$ cat src/rtl/warn_display_arbiter_if.sv
// Warning display arbiter bus: detector requests and driver ack in, display/buzzer out.
// Latency: n/a (signal bundle only).
// Backpressure: none; the requester modport sees level outputs, the arbiter modport owns them.
// Ports: warn_req/ack driven by the requester side; display_valid, display_idx,
//        buzzer and pending driven by the arbiter side.
interface warn_display_arbiter_if #(
  parameter int NUM_WARN = 4,
  parameter int IDX_W    = 2
);
  logic [NUM_WARN-1:0] warn_req;
  logic                ack;
  logic                display_valid;
  logic [IDX_W-1:0]    display_idx;
  logic                buzzer;
  logic [NUM_WARN-1:0] pending;

  // Requester side: warning detectors plus driver acknowledge.
  modport master (
    output warn_req,
    output ack,
    input  display_valid,
    input  display_idx,
    input  buzzer,
    input  pending
  );

  // Arbiter side.
  modport slave (
    input  warn_req,
    input  ack,
    output display_valid,
    output display_idx,
    output buzzer,
    output pending
  );
endinterface

$ cat src/rtl/warn_display_arbiter.sv
// Shares one dashboard warning display and buzzer among NUM_WARN level warnings, round-robin.
// Latency: 1 cycle from warn_req/ack sampling to registered outputs.
// Backpressure: none; each shown warning holds the display for exactly HOLD_CYCLES cycles.
// Ports: clock, reset (async active-low); bus.slave carries warn_req, ack in and
//        display_valid, display_idx, buzzer, pending out (all outputs registered).
module warn_display_arbiter #(
  parameter int NUM_WARN    = 4,
  parameter int IDX_W       = 2,
  parameter int HOLD_CYCLES = 8
) (
  input  logic                   clock,
  input  logic                   reset,
  warn_display_arbiter_if.slave  bus
);

  localparam int CNT_W = (HOLD_CYCLES > 2) ? $clog2(HOLD_CYCLES) : 1;
  localparam logic [CNT_W-1:0] HOLD_M1 = CNT_W'(HOLD_CYCLES - 1);

  typedef enum logic {
    IDLE = 1'b0,
    SHOW = 1'b1
  } state_t;

  state_t              state_q, state_d;
  logic [CNT_W-1:0]    cnt_q, cnt_d;
  logic                vld_q, vld_d;
  logic [IDX_W-1:0]    idx_q, idx_d;
  logic [NUM_WARN-1:0] req_q;
  logic [NUM_WARN-1:0] pend_q, pend_d;
  logic                buzz_q;
  logic [NUM_WARN-1:0] rise;
  logic                any_req;
  logic [IDX_W-1:0]    lowest_idx;
  logic [IDX_W-1:0]    next_idx;
  logic [IDX_W-1:0]    probe;

  assign any_req = |bus.warn_req;

  // Lowest set request, used when starting from IDLE.
  always_comb begin
    lowest_idx = '0;
    for (int i = NUM_WARN - 1; i >= 0; i--) begin
      if (bus.warn_req[i]) lowest_idx = IDX_W'(i);
    end
  end

  // Next set request after the current one, wrapping. The distance loop runs
  // from far to near so the nearest hit wins; distance NUM_WARN is the current
  // index itself, which therefore only wins when it is the sole request.
  always_comb begin
    next_idx = idx_q;
    probe    = '0;
    for (int k = NUM_WARN; k >= 1; k--) begin
      probe = IDX_W'((int'(idx_q) + k) % NUM_WARN);
      if (bus.warn_req[probe]) next_idx = probe;
    end
  end

  always_comb begin
    state_d = state_q;
    cnt_d   = cnt_q;
    vld_d   = vld_q;
    idx_d   = idx_q;
    case (state_q)
      IDLE: begin
        vld_d = 1'b0;
        idx_d = '0;
        if (any_req) begin
          state_d = SHOW;
          vld_d   = 1'b1;
          idx_d   = lowest_idx;
          cnt_d   = HOLD_M1;
        end
      end
      SHOW: begin
        // The slot always runs to completion, even if its request drops.
        if (cnt_q != '0) begin
          cnt_d = cnt_q - 1'b1;
        end else if (any_req) begin
          idx_d = next_idx;
          cnt_d = HOLD_M1;
        end else begin
          state_d = IDLE;
          vld_d   = 1'b0;
          idx_d   = '0;
          cnt_d   = '0;
        end
      end
      default: begin
        state_d = IDLE;
        vld_d   = 1'b0;
        idx_d   = '0;
        cnt_d   = '0;
      end
    endcase
  end

  // A rising edge coinciding with ack survives the clear for that bit.
  assign rise   = bus.warn_req & ~req_q;
  assign pend_d = bus.ack ? rise : (pend_q | rise);

  always_ff @(posedge clock or negedge reset) begin
    if (!reset) begin
      state_q <= IDLE;
      cnt_q   <= '0;
      vld_q   <= 1'b0;
      idx_q   <= '0;
      req_q   <= '0;
      pend_q  <= '0;
      buzz_q  <= 1'b0;
    end else begin
      state_q <= state_d;
      cnt_q   <= cnt_d;
      vld_q   <= vld_d;
      idx_q   <= idx_d;
      req_q   <= bus.warn_req;
      pend_q  <= pend_d;
      buzz_q  <= |pend_d;
    end
  end

  assign bus.display_valid = vld_q;
  assign bus.display_idx   = idx_q;
  assign bus.pending       = pend_q;
  assign bus.buzzer        = buzz_q;

endmodule

$ cat src/flat_wrapper.sv
// flat-port wrapper written by rule: the top's interface ports become plain ports
module warn_display_arbiter_flat 
#(
  parameter int NUM_WARN    = 4,
  parameter int IDX_W       = 2,
  parameter int HOLD_CYCLES = 8
)
  (clock, reset, bus_warn_req, bus_ack, bus_display_valid, bus_display_idx, bus_buzzer, bus_pending);
  warn_display_arbiter_if #(.NUM_WARN(NUM_WARN), .IDX_W(IDX_W)) bus_i ();
  input  logic clock;
  input  logic reset;
  input wire logic [$bits(bus_i.warn_req)-1:0] bus_warn_req;
  input wire logic [$bits(bus_i.ack)-1:0] bus_ack;
  output wire logic [$bits(bus_i.display_valid)-1:0] bus_display_valid;
  output wire logic [$bits(bus_i.display_idx)-1:0] bus_display_idx;
  output wire logic [$bits(bus_i.buzzer)-1:0] bus_buzzer;
  output wire logic [$bits(bus_i.pending)-1:0] bus_pending;
  assign bus_i.warn_req = bus_warn_req;
  assign bus_i.ack = bus_ack;
  assign bus_display_valid = bus_i.display_valid;
  assign bus_display_idx = bus_i.display_idx;
  assign bus_buzzer = bus_i.buzzer;
  assign bus_pending = bus_i.pending;
  warn_display_arbiter #(.NUM_WARN(NUM_WARN), .IDX_W(IDX_W), .HOLD_CYCLES(HOLD_CYCLES)) u_core (.clock(clock), .reset(reset), .bus(bus_i));
endmodule
$ cat config.mk
export PLATFORM = sky130hd
export DESIGN_NAME = warn_display_arbiter_flat
export DESIGN_NICKNAME = d
export VERILOG_FILES = /design/src/rtl/warn_display_arbiter_if.sv /design/src/rtl/warn_display_arbiter.sv /design/src/flat_wrapper.sv
export SDC_FILE = /design/constraint.sdc
export NUM_CORES = 1
export LEC_CHECK = 0
export ABC_CLOCK_PERIOD_IN_PS = 2200
export CAP_MARGIN = 10
export CORE_MARGIN = 3
export CORE_UTILIZATION = 28
export DETAILED_ROUTE_END_ITERATION = 10
export DONT_BUFFER_PORTS = 1
export GPL_ROUTABILITY_DRIVEN = 0
export PLACE_DENSITY = 0.47
export SETUP_SLACK_MARGIN = 0.02
export SYNTH_ARGS = -nofsm -noshare
export SYNTH_HDL_FRONTEND = slang
export SYNTH_SLANG_ARGS = --single-unit
$ cat constraint.sdc
create_clock -name clock -period 2.2 [get_ports clock]
set_input_delay 0.22 -clock clock [delete_from_list [all_inputs] [get_ports clock]]
set_output_delay 0.22 -clock clock [all_outputs]
set_load 0.005 [all_outputs]
==> metrics.csv <==
metric,value,unit
gr usage total,0.134,
Hold Fails Final Rpt,0,
# fillers,305,
ys async rst share,1.00,
crit end category,register,
CTS Buffer Depth,2,
post-synth net total,100,
most frequent cells in the layout,"dfrtp_1, inv_1, nand2_1",
Final Power,1010,uW
placed cells,129,
worst-path fanout max,3,
fmax,545,MHz
worst hold path type,primary input to register,
Synth Instances,91,
die width,62.0,um
Synth-to-Final Area Change,12.8,%
iteration-0 DRC count of the detailed router,15,
first-pass GRT wire length,3680,um
Max Cap Violations,0,
clock network power share,0.199,
Post-Route WL,2050,um
1st-pass router iterations,4,
setup TNS,0,ns
dpl hpwl,1390,um
Tcrit/Tclk final,0.835,
"commonest non-fill, non-tap cell in the layout",dfrtp_1,
diodes inserted,0,
VDD IR max,412,uV
max-slew violations,0,
pre-CTS WS,0.398,ns
WHS,0.0184,ns
Internal,638,uW
Layout Skew,0.00188,ns
main flop type after synthesis,dfrtp_1,
clk sinks,16,
total gr overflow,0,
Non-Filler Instances,138,
status,finished clean,
distinct cell type count after synthesis,32,
Clock Latency Late Sink,0.29,ns
Combinational Power Share,0.360,
layout net count,106,
"EDFF count, synth",0,
Worst-path clk slew,0.10,ns
Psw,374,uW
Synth warnings,0,
CP required,2.44,ns
Num CTS Buffers,3,
H-tree Lvls,1,
Die ar.,3850,um2
Mapped Area,878,um2
initial antenna violation count,0,
Root Buffer,clkbuf_4,
Core Box Area,2880,um2
largest net degree at the start of global routing,17,
# setup viols final,0,
Slew @ Worst Pin,0.767,ns
"flops & latches, synth",16,
vias per cell,4.98,
"Arr. time, crit path",2.07,ns
Initial Util,0.305,
Slew HR,0.487,
synthesized area per cell,9.65,um2
Final ANT Viol Nets,0,
Post-CTS Setup Bufs,0,
Pleak,0.000433,uW
DR vias,687,
min cycle time layout,1.84,ns
CTS tree,yes,
vias in the first global route,727,
share of layout cells above drive strength 1,0.0833,
startpoint types,register,
DRC viols,0,
slack of the critical path,0.364,ns
Wirelength per Cell,14.8,um
share of the yosys chip area belonging to registers,0.456,
Worst Setup Path Type,register to register,
Sequential Power Share,0.441,
Rows,19,
unrepaired setup endpoints after global routing,no,
IO Pins,15,
Cell Pwr Density,1020,nW/um2
Sw Share,0.369,
die height,62.0,um
Buffers on Ports,0,
registers in the layout, indices dropped and copies added (netlist names):
name / cells
u_core.state_q: 1
u_core.cnt_q: 3
u_core.bus.display_valid: 1
u_core.bus.buzzer: 1
u_core.bus.pending: 4
u_core.bus.display_idx: 2
u_core.req_q: 4
layout make-up:
type,instances,area (um2),share of cell area
Clock buffer,4,36.3,0.0366
Multi-Input combinational cell,58,399,0.403
Inverter,12,45.0,0.0455
Tap cell,42,52.6,0.0530
Timing Repair Buffer,6,57.6,0.0581
Sequential cell,16,400,0.404
worst paths after layout:
kind | to | depth (start not counted) | slack (ns) | start
max reg2reg | u_core.bus.display_idx[1]$_DFFE_PN0P_ | 7 | 0.36 | u_core.cnt_q[0]$_DFFE_PN0P_
max in group asynchronous | u_core.bus.pending[1]$_DFF_PN0_ | 1 | 1.29 | reset
min | u_core.bus.pending[0]$_DFF_PN0_ | 1 | 0.02 | bus_ack
min in group asynchronous | u_core.bus.buzzer$_DFF_PN0_ | 1 | 0.43 | reset
min reg2reg | u_core.bus.pending[1]$_DFF_PN0_ | 1 | 0.46 | u_core.req_q[1]$_DFF_PN0_
max | u_core.bus.display_idx[1]$_DFFE_PN0P_ | 7 | 0.36 | u_core.cnt_q[0]$_DFFE_PN0P_
synthesized netlist by cell type, types with 2 or more instances:
| cell type | instances | area share |
|---|---|---|
| o22ai_1 | 4 | 0.028 |
| inv_1 | 12 | 0.051 |
| mux2i_1 | 2 | 0.023 |
| nand3b_1 | 2 | 0.017 |
| o21ai_0 | 2 | 0.011 |
| nor2_1 | 3 | 0.013 |
| ha_1 | 2 | 0.028 |
| nor3_1 | 3 | 0.017 |
| dfrtp_1 | 16 | 0.46 |
| a21oi_1 | 9 | 0.051 |
| buf_2 | 3 | 0.017 |
| nand2_1 | 11 | 0.047 |
| a31oi_1 | 3 | 0.021 |
metrics by stage:
stage | area, um2 | util
2_1_floorplan | 878 | -
3_3_place_gp | 905 | 0.314
3_5_place_dp | 905 | 0.314
4_1_cts | 991 | 0.344
5_1_grt | 991 | 0.344
6_report | 991 | 0.344
worst max-delay path: stages (launching register included):
cell	delay (ns)
dfrtp_1	0.39
inv_1	0.10
ha_1	0.20
inv_1	0.06
nor2_1	0.14
a21oi_1	0.08
a2111oi_0	0.54
a32o_1	0.25
metal layers:
layer,GRT usage,up-vias,wire [um]
met5,0,-,0
met4,0.0606,0,39
met3,0.0413,4,146
met2,0.189,26,856
met1,0.186,322,1010
li1,-,335,-
logic make-up after synthesis:
kind of cell	Yosys count	share of synthesized area
mux	3	0.0527
fa+ha+maj	2	0.0285
compound gates	26	0.208
flops	16	0.456
buf+inv	17	0.0897
xor+xnor	1	0.00997
simple gates	26	0.155
power groups by stage:
stage | combinational, uW | clock, uW | sequential [uW]
final | 364 | 202 | 446
after global placement | 344 | 0 | 449
after CTS | 365 | 207 | 446
after floorplan | 329 | 0 | 409
after global routing | 426 | 223 | 458
after detailed placement | 344 | 0 | 453
what timing repair did:
item / in CTS / in global routing
hold buffers: 5 / 0
endpoints found under the hold margin: 20 / 0
resized for setup: 0 / 0
Note: power is estimated with default switching activity, not from simulation.
